--- src/rtl/vertex_rasterize_pipe_pkg.sv ---
// vertex_rasterize_pipe_pkg: shared constants, lane type and f16 classification for the rasterizer pipe
package vertex_rasterize_pipe_pkg;
   localparam int RAST_COORD_W = 13;
   localparam logic [15:0] F16_ONE = 16'h3C00;
   typedef enum logic [1:0] {ZERO, NORM, INF, NAN} f16_class_e;
   typedef struct packed {
      logic signed [RAST_COORD_W-1:0] z;
      logic signed [RAST_COORD_W-1:0] y;
      logic signed [RAST_COORD_W-1:0] x;
   } rast_lane_t;
   // Denormals are folded into ZERO: they are far below one fixed-point LSB
   function automatic f16_class_e f16_class(input logic [15:0] f);
      return (f[14:10] == 5'd0) ? ZERO : (f[14:10] != 5'h1F) ? NORM : (f[9:0] == 10'd0) ? INF : NAN;
   endfunction
endpackage

--- src/rtl/vertex_rasterize_pipe_f16.sv ---
// f16_to_fixed: combinational f16 -> signed fixed point (FRAC_W fractional bits, FX_W total)
//   f_i  : half-precision input
//   fx_o : signed fixed-point result; zero/denormal/NaN -> 0, inf/overflow -> +/- full scale
module f16_to_fixed
   import vertex_rasterize_pipe_pkg::*;
#(
   parameter int FX_W   = 24,
   parameter int FRAC_W = 10
) (
   input  logic [15:0]            f_i,
   output logic signed [FX_W-1:0] fx_o
);
   localparam int WIDE_W = 42;
   localparam logic [WIDE_W-1:0] MAX_MAG = (WIDE_W'(1) << (FX_W - 1)) - 1;
   f16_class_e cls;
   logic [WIDE_W-1:0] mag;
   logic [FX_W-1:0] lim;
   always_comb begin
      cls = f16_class(f_i);
      // value = sig * 2^(e-25); in FRAC_W fixed point that is sig << e >> (25-FRAC_W)
      mag = (WIDE_W'({1'b1, f_i[9:0]}) << f_i[14:10]) >> (25 - FRAC_W);
      lim = (cls == INF || mag > MAX_MAG) ? MAX_MAG[FX_W-1:0] : mag[FX_W-1:0];
      fx_o = (cls == ZERO || cls == NAN) ? '0 : f_i[15] ? -$signed(lim) : $signed(lim);
   end
endmodule

--- src/rtl/vertex_rasterize_pipe.sv ---
// vertex_rasterize_pipe: 4-stage stallable f16 NDC/view-z to signed raster coordinate mapper
//   clk, rst            : clock, asynchronous active-high reset
//   in_valid/in_ready   : input beat handshake (ndc_pt {y,x} f16 per lane, vertex_z f16 per lane, img_w/img_h)
//   out_valid/out_ready : output handshake (rast_pt {z,y,x} signed per lane, oob per lane)
//   Optional macro RAST_CLIP_FLAG_EN enables the per-lane out-of-bounds flag; otherwise oob is 0.
module vertex_rasterize_pipe
   import vertex_rasterize_pipe_pkg::*;
#(
   parameter int LANES   = 1,
   parameter int COORD_W = RAST_COORD_W,
   parameter int DIM_W   = 12,
   parameter int FRAC_W  = 10
) (
   input  logic                       clk,
   input  logic                       rst,
   input  logic                       in_valid,
   output logic                       in_ready,
   input  logic [LANES*32-1:0]        ndc_pt,
   input  logic [LANES*16-1:0]        vertex_z,
   input  logic [DIM_W-1:0]           img_w,
   input  logic [DIM_W-1:0]           img_h,
   output logic                       out_valid,
   input  logic                       out_ready,
   output logic [LANES*3*COORD_W-1:0] rast_pt,
   output logic [LANES-1:0]           oob
);
   localparam int FX_W = COORD_W + 1 + FRAC_W;
   localparam int YF_W = FX_W + 1;
   localparam int P_W  = YF_W + DIM_W + 1;
   localparam logic signed [YF_W-1:0] ONE_FX  = YF_W'(1) << FRAC_W;
   localparam logic signed [P_W-1:0]  HALF    = P_W'(1) << (FRAC_W - 1);
   localparam logic signed [P_W-1:0]  HALF_M1 = HALF - 1;
   localparam logic signed [P_W-1:0]  C_MAX   = (P_W'(1) << (COORD_W - 1)) - 1;
   localparam logic signed [P_W-1:0]  C_MIN   = ~C_MAX;
   // Returns {saturated, value}; negative inputs add half-1 so ties round away from zero
   function automatic logic [COORD_W:0] rnd_sat(input logic signed [P_W-1:0] v);
      logic signed [P_W-1:0] q;
      q = (v + (v[P_W-1] ? HALF_M1 : HALF)) >>> FRAC_W;
      return (q > C_MAX) ? {1'b1, C_MAX[COORD_W-1:0]} : (q < C_MIN) ? {1'b1, C_MIN[COORD_W-1:0]} : {1'b0, q[COORD_W-1:0]};
   endfunction
   logic rdy_q;
   logic [3:0] v_q;
   logic [DIM_W-1:0] w1_q, h1_q, w2_q, h2_q;
   logic en;
   assign en        = !v_q[3] || out_ready;
   assign in_ready  = en && rdy_q;
   assign out_valid = v_q[3];
   // rdy_q keeps in_ready low for the first cycle after reset release
   always_ff @(posedge clk or posedge rst)
      if (rst) begin
         rdy_q <= 1'b0;
         v_q   <= '0;
         w1_q  <= '0;
         h1_q  <= '0;
         w2_q  <= '0;
         h2_q  <= '0;
      end else begin
         rdy_q <= 1'b1;
         if (en) begin
            v_q  <= {v_q[2:0], in_valid && rdy_q};
            w1_q <= img_w;
            h1_q <= img_h;
            w2_q <= w1_q;
            h2_q <= h1_q;
         end
      end
`ifdef RAST_CLIP_FLAG_EN
   logic [DIM_W-1:0] w3_q, h3_q;
   always_ff @(posedge clk or posedge rst)
      if (rst) begin
         w3_q <= '0;
         h3_q <= '0;
      end else if (en) begin
         w3_q <= w2_q;
         h3_q <= h2_q;
      end
`endif
   for (genvar l = 0; l < LANES; l++) begin : g_lane
      logic signed [FX_W-1:0] xc, yc, zc, x1_q, y1_q, z1_q, x2_q, z2_q, z3_q;
      logic signed [YF_W-1:0] y2_q;
      logic signed [P_W-1:0] x3_q, y3_q;
      logic [COORD_W:0] xs, ys, zs;
      logic [3*COORD_W-1:0] r_d, r_q;
      f16_to_fixed #(.FX_W(FX_W), .FRAC_W(FRAC_W)) u_x (.f_i(ndc_pt[32*l +: 16]), .fx_o(xc));
      f16_to_fixed #(.FX_W(FX_W), .FRAC_W(FRAC_W)) u_y (.f_i(ndc_pt[32*l+16 +: 16]), .fx_o(yc));
      // Depth is distance in front of the camera, so the sign of z_view is flipped before conversion
      f16_to_fixed #(.FX_W(FX_W), .FRAC_W(FRAC_W)) u_z (.f_i({~vertex_z[16*l+15], vertex_z[16*l +: 15]}), .fx_o(zc));
      assign xs  = rnd_sat(x3_q);
      assign ys  = rnd_sat(y3_q);
      assign zs  = rnd_sat(P_W'(z3_q));
      assign r_d = {zs[COORD_W-1:0], ys[COORD_W-1:0], xs[COORD_W-1:0]};
      always_ff @(posedge clk or posedge rst)
         if (rst) begin
            x1_q <= '0;
            y1_q <= '0;
            z1_q <= '0;
            x2_q <= '0;
            y2_q <= '0;
            z2_q <= '0;
            x3_q <= '0;
            y3_q <= '0;
            z3_q <= '0;
            r_q  <= '0;
         end else if (en) begin
            x1_q <= xc;
            y1_q <= yc;
            z1_q <= zc;
            x2_q <= x1_q;
            y2_q <= ONE_FX - YF_W'(y1_q);
            z2_q <= z1_q;
            x3_q <= P_W'(x2_q) * P_W'($signed({1'b0, w2_q}));
            y3_q <= P_W'(y2_q) * P_W'($signed({1'b0, h2_q}));
            z3_q <= z2_q;
            r_q  <= r_d;
         end
      assign rast_pt[3*COORD_W*l +: 3*COORD_W] = r_q;
`ifdef RAST_CLIP_FLAG_EN
      logic oob_d, oob_q;
      assign oob_d = xs[COORD_W] || ys[COORD_W] || zs[COORD_W] || xs[COORD_W-1] || ys[COORD_W-1]
                  || int'($signed(xs[COORD_W-1:0])) >= int'(w3_q)
                  || int'($signed(ys[COORD_W-1:0])) >= int'(h3_q)
                  || int'($signed(zs[COORD_W-1:0])) <= 0;
      always_ff @(posedge clk or posedge rst)
         if (rst) oob_q <= 1'b0;
         else if (en) oob_q <= oob_d;
      assign oob[l] = oob_q;
`else
      logic unused_sat;
      assign unused_sat = ^{xs[COORD_W], ys[COORD_W], zs[COORD_W]};
      assign oob[l] = 1'b0;
`endif
   end
endmodule

--- config.mk ---
export PLATFORM = sky130hd
export DESIGN_NAME = vertex_rasterize_pipe
export DESIGN_NICKNAME = d
export VERILOG_FILES = /design/src/rtl/vertex_rasterize_pipe_pkg.sv /design/src/rtl/vertex_rasterize_pipe_f16.sv /design/src/rtl/vertex_rasterize_pipe.sv
export SDC_FILE = /design/constraint.sdc
export NUM_CORES = 2
export LEC_CHECK = 0
export BUFFER_PORTS_ARGS = -buffer_cell sky130_fd_sc_hd__buf_2
export CAP_MARGIN = 20
export CORE_MARGIN = 4
export CORE_UTILIZATION = 55
export CTS_CLUSTER_DIAMETER = 60
export CTS_CLUSTER_SIZE = 12
export DETAILED_ROUTE_END_ITERATION = 8
export GPL_TIMING_DRIVEN = 0
export PLACE_DENSITY = 0.8
export SYNTH_ARGS = -nofsm -noshare
export SYNTH_HDL_FRONTEND = slang
export SYNTH_HIERARCHICAL = 1
export SYNTH_SLANG_ARGS = --single-unit
--- constraint.sdc ---
create_clock -name clk -period 14.1 [get_ports clk]
set_input_delay 3.525 -clock clk [delete_from_list [all_inputs] [get_ports clk]]
set_output_delay 3.525 -clock clk [all_outputs]
set_load 0.02 [all_outputs]
==> impl_summary.md <==
Outcome
The run finished with clean final reports.

Global route
Entering global routing, the biggest net connects 130 pins. The wire length of the first global-routing pass is 187 mm. The overflow left after global routing is 0. The total routing resource utilization after global routing is 28.9%. The initial antenna violation count came to 3. The number of global-route vias before repair came to 35000.

Logic synthesis
Yosys mapped a number of flops with a built-in enable equal to 0. The number of nets in the synthesized netlist is 5738. After synthesis the netlist holds a flip-flop and latch count of roughly 340. The share of synthesized registers carrying an async set or reset is 100%.

Sequential elements use 20.2% of the synthesized area. The post-synthesis average cell area is between 8 and 9 um^2. The Yosys warning count is 6. The synthesized area is ~42000 um^2. The count of unique library cells instantiated by Yosys is 101. Among all flip-flop cells after synthesis, the most frequent one is sky130_fd_sc_hd__dfrtp_1.

Synthesis handed over a netlist of 4934 instances.

STA
The hold slack is ~460 ps. The highest clock frequency the design can meet is 105 MHz. On the final layout, the worst clock skew is 19.3 ps.

The number of hold-slack violations in the final timing report is 0. Of the available clock period, the critical path in the final layout requires 67.5%. The final setup violation count is 0. Setup repair after global routing left no endpoint under its margin. Subtracting the final worst setup slack from the clock period gives between 9000 and 10000 ps.

The count of pins over their slew limit is 0. The headroom to the max-slew limit is 21.9%. The transition time of the tightest slew-check pin is 1170 ps.

Worst setup path
The slowest stage cell on the critical path is sky130_fd_sc_hd__clkbuf_1. The critical path's most frequent cell is sky130_fd_sc_hd__clkbuf_1. Data on the critical path is required at its endpoint by 10570 ps. Along the worst path, the maximum fanout reaches 10. The type of origin of the critical path is an input pin. On the worst path, the slowest cell contributes a delay of roughly 750 ps. Broken down by cell family, the worst path's largest delay share belongs to buffers and inverters. Counting both buffers and inverters, the worst setup path holds a total of 5.

The critical path in this run is classified as input pin to output port. For the worst setup path, the data arrival time is 6000 ps. Across all register-to-register paths, the minimum setup slack is 6830 ps. Walking the worst path, the cells encountered are buf_2 -> nand2b_1 -> clkbuf_1 -> clkbuf_1 -> clkbuf_1 -> and2_1 -> buf_2. The element type at the critical path end is an output port.

Final layout
After filler insertion, the fill cell instance count of the layout stands at 6369. Leaving out fill and tap cells, the most frequent cell in the layout is sky130_fd_sc_hd__nand2_1. The library cells used most frequently in the layout, excluding fill and tap cells, are sky130_fd_sc_hd__nand2_1 (1096), sky130_fd_sc_hd__inv_1 (724), sky130_fd_sc_hd__fa_1 (526). The area taken by flip-flops and latches is 8410 um^2.

The share of post-route cells with drive strength above 1 is 6.39%. The number of nets in the final layout is 5889. Relative to the synthesized area, the layout overhead comes to 7.39%. Summing all multi-input logic gate instances after layout gives ~30000 um^2.

Clocking
Clock tree synthesis selected as its root buffer the cell sky130_fd_sc_hd__clkbuf_16. Hold repair after CTS inserted 0 buffers. After clock tree synthesis, the repair step resized 0 gates.

The clock tree synthesis step divided the H-tree into 2 levels. TritonCTS built the clock tree. The maximum buffer depth of the clock tree is 3. In this run, CTS created clock tree buffers numbering 39.

Counting every sink on the clock net gives around 340. The clock transition at the registers of the reported paths is ~60 ps. The insertion delay of the later-clocked pin in the worst-skew pair is about 580 ps.

Buffers added to address setup during post-CTS repair amount to 0.

Flow run
Max-cap violations in this run came to 0.

Floorplan
The core region is 74700 um^2. The floorplan has 100 rows. The die outline height is roughly 280 um. The I/O pin count is 118. The die covers between 80000 and 90000 um^2. The floorplan die width is 283 um. The starting utilization of the core area is 55.7%.

Detailed routing
The first detailed-routing pass took 7 iterations. The number of DRC violations after detailed routing is 0. The routed layout has 34600 vias. Summed over all layers, the routed wires come to approximately 120 mm. The remaining antenna violation count is 0. For this block, the initial DRC count from the detailed router was around 2700. After detailed routing, the number of vias per cell comes to 5.70. After detailed routing, the average wire length per cell comes to 19.1 um.

Placed design
In this run the tool buffered the top-level ports with 108 buffer cells. The weighted congestion at the end of routability-driven global placement is 0.969. After legalization and detailed placement, the total HPWL measured 92.7 mm.

Worst hold path
The path class of the tightest hold or removal check is flop to flop.
cell usage after synthesis, drive strengths merged (55+ instances only):
library cell,number,area [um^2]
a21oi,159,796
and2,291,1820
clkbuf,217,815
dfrtp,336,8410
fa,526,10500
ha,202,2530
inv,728,2730
nand2,1096,4110
nand3,72,360
nor2,266,1000
nor3,55,309
o21ai,114,578
xnor2,104,911
xor2,82,718
worst paths after layout:
kind,start,endpoint,cells past startpoint
min in group asynchronous,rst,g_lane[0].z3_q[16],2
hold / removal,v_q[2],v_q[2],2
setup reg to reg,w2_q[6],g_lane[0].x3_q[36],21
setup / recovery,out_ready,in_ready,7
hold reg to reg,v_q[2],v_q[2],2
max in group asynchronous,rst,g_lane[0].y3_q[35],3
worst min-delay path: cells and delay by family, from the launching register on:
kind	cells	cell delay (ps)
flip-flops	1	340
AND/OR/NAND/NOR	2	100
kinds of logic (layout without fill, tap and decap cells):
group | after synthesis | count (layout) | share of synthesized area [%]
XOR/XNOR | 186 | 186 | 3.92
flip-flops | 336 | 336 | 20.2
AO/OA/AOI/OAI | 577 | 577 | 9.86
other | 2 | 5 | 0.0181
AND/OR/NAND/NOR | 2033 | 2033 | 22.7
buffers and inverters | 995 | 1164 | 9.30
adder cells (fa/ha/maj) | 736 | 736 | 31.6
multiplexers | 69 | 69 | 2.37
through the flow:
stage	cells	setup TNS (ps)	worst slack [ps]	instance area [um^2]	utilization, %
finish	6075	0	4580	44700	59.8
global route	6072	0	4470	44600	59.8
CTS	6072	0	4670	44600	59.8
detailed placement	6013	0	4660	43400	58.1
global placement	6011	-712100	-2190	43300	58.0
floorplan	4934	0	1270	41600	-
flip-flops by register name, summed over array words and instances (netlist names):
register     flops
rdy_q            1
w1_q            12
w2_q            12
rast_pt         39
g_lane.y2_q     25
g_lane.y1_q     24
g_lane.z3_q     24
g_lane.y3_q     38
g_lane.z1_q     24
h1_q            12
h2_q            12
g_lane.x3_q     37
v_q              4
g_lane.x1_q     24
g_lane.x2_q     24
g_lane.z2_q     24
area by class of cell:
cell class	count	share of cell area, %
buffer	264	2.52
tap	969	2.72
clock inverter	14	0.538
timing repair buffer	110	1.33
inverter	731	6.16
sequential	336	18.8
clock buffer	45	2.26
antenna	3	0.0168
multi-input combinational	3603	65.6
per-layer routing:
metal | global-route usage (%) | vias to the layer above | wire length (um)
li1 | - | 15900 | -
met1 | 39.9 | 17000 | 49000
met2 | 45.8 | 1471 | 52200
met3 | 6.73 | 235 | 11100
met4 | 8.31 | 0 | 3600
met5 | 0 | - | 0
Power is not shown: default switching activity piles up to over one toggle a cycle in this logic, so the estimate is an artifact.
